===== src/rtl/control_sequencer.sv =====
//------------------------------------------------------------------------------
// control_sequencer
//
// Hardwired control unit for the 8-bit ALUSystem datapath. It fetches a 16-bit
// instruction as two bytes into IR (low byte first), decodes it, and drives
// every ALUSystem control input cycle by cycle. It observes only IROut and
// ALUOutFlag.
//
// Ports
//   Clock        in   1   rising-edge clock
//   Reset        in   1   synchronous, active-low; forces INIT
//   IROut        in  16   IR contents: [15:12] opcode, [11:10] Rd, [9:8] Rs,
//                         [7:0] immediate/address
//   ALUOutFlag   in   4   {Z,C,N,O}
//   RF_OutASel   out  2   RF A-port select, 00..11 = R1..R4
//   RF_OutBSel   out  2   RF B-port select, 00..11 = R1..R4
//   RF_FunSel    out  2   00 clear, 01 load, 10 decrement, 11 increment
//   RF_RegSel    out  4   active-low enables, bit3=R1 .. bit0=R4
//   ALU_FunSel   out  4   0000 pass A, 0100 A+B, 0101 A-B
//   ARF_OutCSel  out  2   00 PC, 01 AR, 10 SP, 11 AR
//   ARF_OutDSel  out  2   00 PC, 01 AR, 10 SP, 11 AR (memory address)
//   ARF_FunSel   out  2   same coding as RF_FunSel
//   ARF_RegSel   out  3   active-low enables, bit2=PC, bit1=AR, bit0=SP
//   IR_LH        out  1   0 loads IR[7:0], 1 loads IR[15:8]
//   IR_Enable    out  1   IR write enable
//   IR_Funsel    out  2   01 = load
//   Mem_WR       out  1   1 = write
//   Mem_CS       out  1   active-low chip select
//   MuxASel      out  2   RF input: 00 ALUOut, 01 MemOut, 10 IR[7:0], 11 ARF COut
//   MuxBSel      out  2   ARF input: same coding as MuxASel
//   MuxCSel      out  1   ALU A input: 0 RF AOut, 1 ARF COut
//   Halted       out  1   high while in HALT
//   State        out  3   current state (debug): INIT=0, T0=1, T1=2, T2=3,
//                         T3=4, HALT=5
//------------------------------------------------------------------------------
module control_sequencer (
   input  logic        Clock,
   input  logic        Reset,
   input  logic [15:0] IROut,
   input  logic [3:0]  ALUOutFlag,
   output logic [1:0]  RF_OutASel,
   output logic [1:0]  RF_OutBSel,
   output logic [1:0]  RF_FunSel,
   output logic [3:0]  RF_RegSel,
   output logic [3:0]  ALU_FunSel,
   output logic [1:0]  ARF_OutCSel,
   output logic [1:0]  ARF_OutDSel,
   output logic [1:0]  ARF_FunSel,
   output logic [2:0]  ARF_RegSel,
   output logic        IR_LH,
   output logic        IR_Enable,
   output logic [1:0]  IR_Funsel,
   output logic        Mem_WR,
   output logic        Mem_CS,
   output logic [1:0]  MuxASel,
   output logic [1:0]  MuxBSel,
   output logic        MuxCSel,
   output logic        Halted,
   output logic [2:0]  State
);

   // State codes
   localparam logic [2:0] S_INIT = 3'd0;
   localparam logic [2:0] S_T0   = 3'd1;
   localparam logic [2:0] S_T1   = 3'd2;
   localparam logic [2:0] S_T2   = 3'd3;
   localparam logic [2:0] S_T3   = 3'd4;
   localparam logic [2:0] S_HALT = 3'd5;

   // Opcodes
   localparam logic [3:0] OP_LDI = 4'h0;
   localparam logic [3:0] OP_LD  = 4'h1;
   localparam logic [3:0] OP_ST  = 4'h2;
   localparam logic [3:0] OP_MOV = 4'h3;
   localparam logic [3:0] OP_ADD = 4'h4;
   localparam logic [3:0] OP_SUB = 4'h5;
   localparam logic [3:0] OP_INC = 4'h6;
   localparam logic [3:0] OP_BRA = 4'h7;
   localparam logic [3:0] OP_BNE = 4'h8;
   localparam logic [3:0] OP_HLT = 4'hF;

   // Register-file / ARF function codes
   localparam logic [1:0] FUN_CLEAR = 2'b00;
   localparam logic [1:0] FUN_LOAD  = 2'b01;
   localparam logic [1:0] FUN_INC   = 2'b11;

   // ALU function codes
   localparam logic [3:0] ALU_PASS_A = 4'b0000;
   localparam logic [3:0] ALU_ADD    = 4'b0100;
   localparam logic [3:0] ALU_SUB    = 4'b0101;

   // MuxA/MuxB source codes
   localparam logic [1:0] MUX_ALU = 2'b00;
   localparam logic [1:0] MUX_MEM = 2'b01;
   localparam logic [1:0] MUX_IMM = 2'b10;

   // ARF output selects and active-low write enables
   localparam logic [1:0] ARF_SEL_PC = 2'b00;
   localparam logic [1:0] ARF_SEL_AR = 2'b01;
   localparam logic [2:0] ARF_EN_PC  = 3'b011;
   localparam logic [2:0] ARF_EN_AR  = 3'b101;

   logic [2:0] r_state;
   logic [2:0] w_next_state;
   logic [3:0] w_opcode;
   logic [1:0] w_rd;
   logic [1:0] w_rs;
   logic [3:0] w_rd_regsel;
   logic       w_zero;
   logic       w_unused;

   assign w_opcode = IROut[15:12];
   assign w_rd     = IROut[11:10];
   assign w_rs     = IROut[9:8];
   assign w_zero   = ALUOutFlag[3];

   // Active-low one-cold enable for Rd: R1 sits at bit3, R4 at bit0.
   assign w_rd_regsel = ~(4'b1000 >> w_rd);

   // The immediate is routed by the datapath muxes, and only Z is consumed.
   assign w_unused = &{1'b0, IROut[7:0], ALUOutFlag[2:0]};

   assign State = r_state;

   //---------------------------------------------------------------------------
   // State register
   //---------------------------------------------------------------------------
   always_ff @(posedge Clock) begin
      if (!Reset) begin
         r_state <= S_INIT;
      end else begin
         r_state <= w_next_state;
      end
   end

   //---------------------------------------------------------------------------
   // Next-state logic
   //---------------------------------------------------------------------------
   always_comb begin
      w_next_state = S_INIT;
      case (r_state)
         S_INIT: w_next_state = S_T0;
         S_T0:   w_next_state = S_T1;
         S_T1:   w_next_state = S_T2;
         S_T2: begin
            case (w_opcode)
               OP_LD, OP_ST: w_next_state = S_T3;
               OP_HLT:       w_next_state = S_HALT;
               default:      w_next_state = S_T0;
            endcase
         end
         S_T3:   w_next_state = S_T0;
         S_HALT: w_next_state = S_HALT;
         default: w_next_state = S_INIT;  // unused codes recover through INIT
      endcase
   end

   //---------------------------------------------------------------------------
   // Control outputs: idle unless the current state/opcode asks for something.
   // Reset low overrides everything so no write can occur in a reset cycle.
   //---------------------------------------------------------------------------
   always_comb begin
      RF_OutASel  = '0;
      RF_OutBSel  = '0;
      RF_FunSel   = '0;
      RF_RegSel   = '1;
      ALU_FunSel  = '0;
      ARF_OutCSel = '0;
      ARF_OutDSel = '0;
      ARF_FunSel  = '0;
      ARF_RegSel  = '1;
      IR_LH       = 1'b0;
      IR_Enable   = 1'b0;
      IR_Funsel   = '0;
      Mem_WR      = 1'b0;
      Mem_CS      = 1'b1;
      MuxASel     = '0;
      MuxBSel     = '0;
      MuxCSel     = 1'b0;
      Halted      = 1'b0;

      if (Reset) begin
         case (r_state)
            S_INIT: begin
               RF_FunSel  = FUN_CLEAR;
               RF_RegSel  = '0;
               ARF_FunSel = FUN_CLEAR;
               ARF_RegSel = '0;
            end

            // Byte fetch from M[PC] into IR, PC incremented in the same cycle.
            S_T0, S_T1: begin
               ARF_OutDSel = ARF_SEL_PC;
               Mem_CS      = 1'b0;
               Mem_WR      = 1'b0;
               IR_Enable   = 1'b1;
               IR_Funsel   = FUN_LOAD;
               IR_LH       = (r_state == S_T1);
               ARF_RegSel  = ARF_EN_PC;
               ARF_FunSel  = FUN_INC;
            end

            S_T2: begin
               case (w_opcode)
                  OP_LDI: begin
                     MuxASel   = MUX_IMM;
                     RF_FunSel = FUN_LOAD;
                     RF_RegSel = w_rd_regsel;
                  end
                  OP_LD, OP_ST: begin
                     MuxBSel    = MUX_IMM;
                     ARF_RegSel = ARF_EN_AR;
                     ARF_FunSel = FUN_LOAD;
                  end
                  OP_MOV: begin
                     RF_OutASel = w_rs;
                     ALU_FunSel = ALU_PASS_A;
                     MuxASel    = MUX_ALU;
                     RF_FunSel  = FUN_LOAD;
                     RF_RegSel  = w_rd_regsel;
                  end
                  OP_ADD, OP_SUB: begin
                     RF_OutASel = w_rd;
                     RF_OutBSel = w_rs;
                     ALU_FunSel = (w_opcode == OP_ADD) ? ALU_ADD : ALU_SUB;
                     MuxASel    = MUX_ALU;
                     RF_FunSel  = FUN_LOAD;
                     RF_RegSel  = w_rd_regsel;
                  end
                  OP_INC: begin
                     RF_FunSel = FUN_INC;
                     RF_RegSel = w_rd_regsel;
                  end
                  OP_BRA: begin
                     MuxBSel    = MUX_IMM;
                     ARF_RegSel = ARF_EN_PC;
                     ARF_FunSel = FUN_LOAD;
                  end
                  OP_BNE: begin
                     // Branch taken only when the Z flag is clear.
                     if (!w_zero) begin
                        MuxBSel    = MUX_IMM;
                        ARF_RegSel = ARF_EN_PC;
                        ARF_FunSel = FUN_LOAD;
                     end
                  end
                  default: ;  // HLT and 9..E are idle here
               endcase
            end

            S_T3: begin
               case (w_opcode)
                  OP_LD: begin
                     ARF_OutDSel = ARF_SEL_AR;
                     Mem_CS      = 1'b0;
                     MuxASel     = MUX_MEM;
                     RF_FunSel   = FUN_LOAD;
                     RF_RegSel   = w_rd_regsel;
                  end
                  OP_ST: begin
                     ARF_OutDSel = ARF_SEL_AR;
                     RF_OutASel  = w_rd;
                     MuxCSel     = 1'b0;
                     ALU_FunSel  = ALU_PASS_A;
                     Mem_CS      = 1'b0;
                     Mem_WR      = 1'b1;
                  end
                  default: ;
               endcase
            end

            S_HALT: Halted = 1'b1;

            default: ;
         endcase
      end
   end

endmodule


===== config.mk =====
export PLATFORM = sky130hd
export DESIGN_NAME = control_sequencer
export DESIGN_NICKNAME = d
export VERILOG_FILES = /design/src/rtl/control_sequencer.sv
export SDC_FILE = /design/constraint.sdc
export NUM_CORES = 1
export LEC_CHECK = 0
export ABC_AREA = 1
export CAP_MARGIN = 15
export CELL_PAD_IN_SITES_DETAIL_PLACEMENT = 0
export CELL_PAD_IN_SITES_GLOBAL_PLACEMENT = 1
export CORE_UTILIZATION = 21
export DETAILED_ROUTE_END_ITERATION = 16
export GPL_ROUTABILITY_DRIVEN = 0
export PLACE_DENSITY = 0.93
export RECOVER_POWER = 100
export SLEW_MARGIN = 20
export SYNTH_ARGS = -nofsm -noshare
export SYNTH_HDL_FRONTEND = slang
export SYNTH_SLANG_ARGS = --single-unit
export TNS_END_PERCENT = 30

===== constraint.sdc =====
create_clock -name Clock -period 1.7 [get_ports Clock]
set_clock_uncertainty 0.05 [all_clocks]
set_input_delay 0.255 -clock Clock [delete_from_list [all_inputs] [get_ports Clock]]
set_output_delay 0.255 -clock Clock [all_outputs]
set_load 0.05 [all_outputs]

==> results of run 1 <==
## critical path, delay by kind of cell, from the launching register on
| family | cells | cell delay, ns |
|---|---|---|
| compound gates | 1 | 0.19 |
| simple gates | 2 | 0.17 |
| buf+inv | 4 | 0.47 |
| flops | 1 | 0.36 |
## per-layer routing
metal	track usage [%]	part of all wire [%]	vias up	wire length (um)
li1	-	-	555	-
met1	16.5	39	482	1050
met2	29.8	54	37	1430
met3	2.94	5.8	4	155
met4	4.55	0.83	0	22
met5	0	0	-	0
## layout make-up
type                       count  share of cell area [%]
clock buffer                   4                    1.46
inverter                      21                    5.06
multi-input combinational    113                    39.7
sequential                     3                    3.95
tap                           46                    3.19
timing repair buffer          66                    46.6
## layout by cell type (no fill, tap or decap), drive strengths merged
master	instances
dlygate4sd2	4
conb	8
inv	21
nand2	49
nand4	1
o21ai	5
clkdlybuf4s15	2
dfxtp	3
nand3	14
nor2	23
or2	1
buf	56
a21boi	1
clkdlybuf4s50	3
a21oi	7
nor3b	2
clkbuf	5
and2	2
## synth_stat cells, drive strengths merged
cell type  number
nand2          49
nor2           23
inv            21
nand3          14
buf             9
a21oi           7
o21ai           5
dfxtp           3
and2            2
nor3b           2
a21boi          1
conb            1
nand4           1
or2             1
## through the flow
| stage | hold WS, ns | worst slack (ns) | TNS [ns] | std cells | area, sq um |
|---|---|---|---|---|---|
| final | 0.529 | -0.0483 | -0.230 | 253 | 1800 |
| after global routing | 0.563 | -0.120 | -1.33 | 253 | 1800 |
| after CTS | 0.519 | -0.0614 | -0.199 | 253 | 1760 |
| after detailed placement | 0.461 | -0.339 | -5.14 | 243 | 1630 |
| after global placement | 0.472 | -0.298 | -4.90 | 243 | 1630 |
| after floorplan | 0.336 | -0.182 | -0.960 | 146 | 840 |
## final timing paths
kind	startpoint	cells past startpoint	endpoint
min	IROut[14]	7	State[2]
max reg2reg	State[2]	6	State[2]
max	State[2]	7	RF_OutASel[1]
min reg2reg	State[2]	2	State[2]
## cells by family (layout without fill, tap and decap cells)
| group | count (synthesis) | in the layout | share of synthesized area (%) |
|---|---|---|---|
| compound gates | 13 | 13 | 10.2 |
| buf+inv | 30 | 91 | 20.0 |
| flops | 3 | 3 | 8.19 |
| other cells | 1 | 8 | 0.511 |
| simple gates | 92 | 92 | 61.1 |
## power by group through the flow
stage          Clock [W]  Combinational [W]  Sequential [W]
2_1_floorplan          0           0.000285        0.000100
3_3_place_gp           0           0.000520       0.0000858
3_5_place_dp           0           0.000522       0.0000856
4_1_cts         0.000131           0.000552       0.0000829
5_1_grt         0.000140           0.000592       0.0000861
6_report        0.000125           0.000561       0.0000855
## repair_timing
| action | CTS | global route |
|---|---|---|
| endpoints found under the setup margin | 23 | 22 |
| pin swaps | 8 | 6 |
| gates resized for setup | 33 | 14 |
| buffers inserted | 6 | 0 |
==> results_dict.tcl, run 1 <==
set metrics [dict create \
    p_comb_share_pct 72.7 \
    peakVddDrop_uv 426 \
    die_area_sq_um 3730 \
    largest_reg_flops 3 \
    grt_max_degree 8 \
    path_max_fanout 6 \
    timing.critical_path.mode_cell "inv_4" \
    h-tree-depth 1 \
    pwr-share-seq_pct 11.1 \
    fillCellCount 310 \
    multi_input_area_sq_um 717 \
    ant_nets 0 \
    clock_sinks 3 \
    yosysSeqAreaShare_pct 8.19 \
    antenna_found_initial 0 \
    synth_area_leaders "nand2_1 (23%), buf_4 (9.2%), dfxtp_1 (8.2%)" \
    final_layout_size_suffix_gt1_share_pct 53.6 \
    first_iter_violations 10 \
    ys_seq_elements 3 \
    failed_checks "setup timing" \
    fp.dieH_um 61.1 \
    arrival_ns 1.44 \
    worst_setup_path_start_kind "register" \
    maxSlewViolCount 0 \
    fin_crit_ns 1.75 \
    cts_buffer_depth 2 \
    postSynthCellCount 139 \
    crit_type "reg -> out" \
    synth_largest_area_cell "nand2_1" \
    rrSetupSlack_ns 0.64 \
    drc 0 \
    path_cells "inv_4, nand3_4, inv_4, buf_4, nand2_1, a21boi_4, buf_12" \
    crit_path_max_incr_delay_ns 0.36 \
    vias 1078 \
    drt-total-wl_mm 2.65 \
    grt_pass1_vias 1045 \
    cts.root.buffer_cell "clkbuf_4" \
    cts_buffers 3 \
    rsz0062_at_grt "true" \
    dp_hpwl_mm 2.10 \
    diodes 0 \
    num_rows 21 \
    firstDrtPassIters 4 \
    fin_nets 230 \
    ys_types 21 \
    route.detailed.wl_per_inst_um 10.5 \
    cpMaxStageDelayCell "dfxtp_4" \
    p_switching_w 0.000376 \
    min_path_type "in -> reg" \
    ff_latch_area_sq_um 71.3 \
    setup_ws_ns -0.0483 \
    grt_pass1_wl_mm 4.31 \
    status "complete, but fails checks" \
    endpoint_kind "output port" \
    p_leak_nw 0.845 \
    cts_hold_buf 0 \
    grt_overflow_total 0 \
    core_area_sq_um 3340 \
    clock_power_share_pct 16.2 \
    cts_tree "built" \
    start_util_pct 22.0 \
    powerDensity_nw_per_um2 427 \
    cp.required_ns 1.39 \
    clk_latency_ns 0.23 \
    synth_top_area_share_pct 23.0 \
    ioPinCount 60 \
    grt_usage_pct 15.3 \
    power_w 0.000771 \
    hold_violations 0 \
    vias_per_cell 4.26 \
    swShare_pct 48.8 \
    cellInternalPower_w 0.000395 \
    yosysWarnings 0 \
    final_core_util_pct 54.1 \
    area_delta_synth_final_pct 146 \
    fmax_mhz 572 \
    syn_area_per_cell_sq_um 5.27 \
    portBuffers 40 \
    die_w_um 61.1 \
    synth_area_sq_um 733 \
    setup_viol 7 \
    timing.max_cap.violations 0 \
    clkSlewWorstSetupHoldPaths_ns 0.04 \
    period_share_pct 103 \
]
(Power assumes the default switching activity.)
==> inputs of run 2 (changes only) <==
--- a/config.mk
+++ b/config.mk
@@ -12,7 +12,8 @@
 export CORE_UTILIZATION = 21
 export DETAILED_ROUTE_END_ITERATION = 16
 export GPL_ROUTABILITY_DRIVEN = 0
-export PLACE_DENSITY = 0.93
+export GPL_TIMING_DRIVEN = 0
+export PLACE_DENSITY = 0.84
 export RECOVER_POWER = 100
 export SLEW_MARGIN = 20
 export SYNTH_ARGS = -nofsm -noshare
==> run 2 against run 1 <==
  * The flow still finishes with violations (setup timing)
  * First-iteration DRC count grew to 3.5 times the previous value
  * Design area shrank 22%
  * Setup slack gained 0.0077 ns
  * Power shrank 15%
  * Fmax grew 0.44%
  * Sequential power is essentially flat
  * Register-to-register slack gained 0.13 ns
  * Global-route usage shrank 1.9 points
  * Via count shrank 9.6%
  * Clock-buffer cell count is the same
  * Utilization shrank 12 points
  * Largest cell class is now multi-input gates
==> results_dict.tcl, run 2 (synthesis gave the netlist of run 1 again) <==
set metrics [dict create \
    core_area_sq_um 3340 \
    first_iter_violations 35 \
    route.detailed.wl_per_inst_um 9.69 \
    swShare_pct 54.5 \
    antenna_found_initial 0 \
    firstDrtPassIters 4 \
    ioPinCount 60 \
    multi_input_area_sq_um 679 \
    peakVddDrop_uv 314 \
    vias 975 \
    cts.root.buffer_cell "clkbuf_4" \
    cts_tree "built" \
    h-tree-depth 1 \
    clk_latency_ns 0.25 \
    largest_reg_flops 3 \
    clock_power_share_pct 20.9 \
    worstReg2RegEnd "State[1]" \
    grt_pass1_wl_mm 3.77 \
    setup_viol 3 \
    p_switching_w 0.000357 \
    vias_per_cell 4.08 \
    arrival_ns 1.44 \
    final_common_cell "nand2_1" \
    crit_end "RF_OutASel[1]" \
    min_path_type "in -> reg" \
    grt_pass1_vias 852 \
    portBuffers 40 \
    layout.cells.non_filler 239 \
    hold_violations 0 \
    slew_headroom_pct 66.7 \
    ff_latch_area_sq_um 68.8 \
    layout_common_cells "nand2_1 (37), buf_6 (17), buf_4 (15)" \
    ff2ff_path_depth 3 \
    fp.dieH_um 61.1 \
    rrSetupSlack_ns 0.77 \
    cp.required_ns 1.39 \
    period_share_pct 102 \
    fillCellCount 371 \
    die_area_sq_um 3730 \
    grt_overflow_total 0 \
    start_util_pct 22.0 \
    status "complete, but fails checks" \
    timing.rr.start "State[0]" \
    clock_sinks 3 \
    cts_buffer_depth 2 \
    drc 0 \
    p_comb_share_pct 66.0 \
    pwr-share-seq_pct 13.1 \
    fin_nets 216 \
    fmax_mhz 575 \
    ant_nets 0 \
    cellInternalPower_w 0.000299 \
    final_core_util_pct 42.0 \
    area_delta_synth_final_pct 91.3 \
    cts_hold_buf 0 \
    failed_checks "setup timing" \
    diodes 0 \
    powerDensity_nw_per_um2 468 \
    num_rows 21 \
    drt-total-wl_mm 2.32 \
    path_max_fanout 7 \
    endpoint_kind "output port" \
    dp_slack_ns -0.996 \
    timing.max_cap.violations 0 \
    dp_hpwl_mm 1.80 \
    rsz0062_at_grt "true" \
    maxSlewViolCount 0 \
    die_w_um 61.1 \
    p_leak_nw 0.717 \
    grt_max_degree 8 \
    crit_type "reg -> out" \
    cts_buffers 3 \
    worst_setup_path_start_kind "register" \
    clkSlewWorstSetupHoldPaths_ns 0.05 \
    tightest_slew_ns 0.499 \
    crit_start "State[0]" \
    grt_usage_pct 13.4 \
    dp_cells 232 \
    final_layout_size_suffix_gt1_share_pct 47.7 \
    fin_crit_ns 1.74 \
    setup_ws_ns -0.0406 \
]
[run 2: cell types whose count changed in the layout (fill, tap and decap cells not counted), moves of 2 or more]
cell	change
buf_12	-26
buf_6	+16
buf_4	-14
clkdlybuf4s15_2	+4
buf_2	+3
nand2_1	+2
nand3_2	+2
[run 2: area by class of cell]
| cell class | count | share of cell area, % |
|---|---|---|
| Timing Repair Buffer | 43 | 29.5 |
| Sequential cell | 3 | 4.91 |
| Clock buffer | 4 | 1.87 |
| Buffer | 9 | 4.82 |
| Inverter | 21 | 6.33 |
| Multi-Input combinational cell | 113 | 48.4 |
| Tap cell | 46 | 4.10 |
[run 2: worst min path at each step]
stage,from,to,slack [ns],depth (start not counted)
floorplan,Reset,State[0],0.34,2
finish,Reset,State[0],0.41,3
global route,Reset,State[0],0.41,3
global placement,State[1],State[0],0.44,2
CTS,Reset,State[0],0.39,3
detailed placement,State[1],State[0],0.45,2
[run 2: per-layer routing]
metal	up-vias	global-route usage, %	share of wire, %
li1	526	-	-
met3	2	3.78	7.9
met2	33	21.7	45
met5	-	0	0
met1	414	17.6	46
met4	0	2.92	0.26
[run 2: power by group through the flow]
stage | registers [W] | clock network [W] | logic (W)
5_1_grt | 0.0000873 | 0.000149 | 0.000462
3_3_place_gp | 0.0000852 | 0 | 0.000424
3_5_place_dp | 0.0000848 | 0 | 0.000424
6_report | 0.0000858 | 0.000137 | 0.000433
4_1_cts | 0.0000858 | 0.000143 | 0.000436
2_1_floorplan | 0.000100 | 0 | 0.000285
[run 2: worst max-delay path, cell delays in order, from the launching register on]
cell and delay [ns]:
dfxtp_4 0.37, inv_4 0.07, nand2_4 0.05, nor2_4 0.18, nand2_4 0.11, nand2_1 0.06
a21boi_2 0.16, buf_6 0.17
[run 2: metrics by stage]
| stage | total power [W] | setup TNS [ns] | instance area (sq um) | hold slack, ns |
|---|---|---|---|---|
| 6_report | 0.000656 | -0.0618 | 1400 | 0.406 |
| 2_1_floorplan | 0.000385 | -0.960 | 840 | 0.336 |
| 4_1_cts | 0.000665 | -0.342 | 1400 | 0.393 |
| 3_3_place_gp | 0.000509 | -22.01 | 1300 | 0.444 |
| 5_1_grt | 0.000698 | -1.25 | 1400 | 0.411 |
| 3_5_place_dp | 0.000508 | -22.03 | 1300 | 0.451 |
[run 2: timing repair]
action	in CTS	in global routing
gates cloned	0	0
setup buffers	3	0
gates resized for setup	198	13
pin swaps	6	1
setup endpoints to repair	30	23
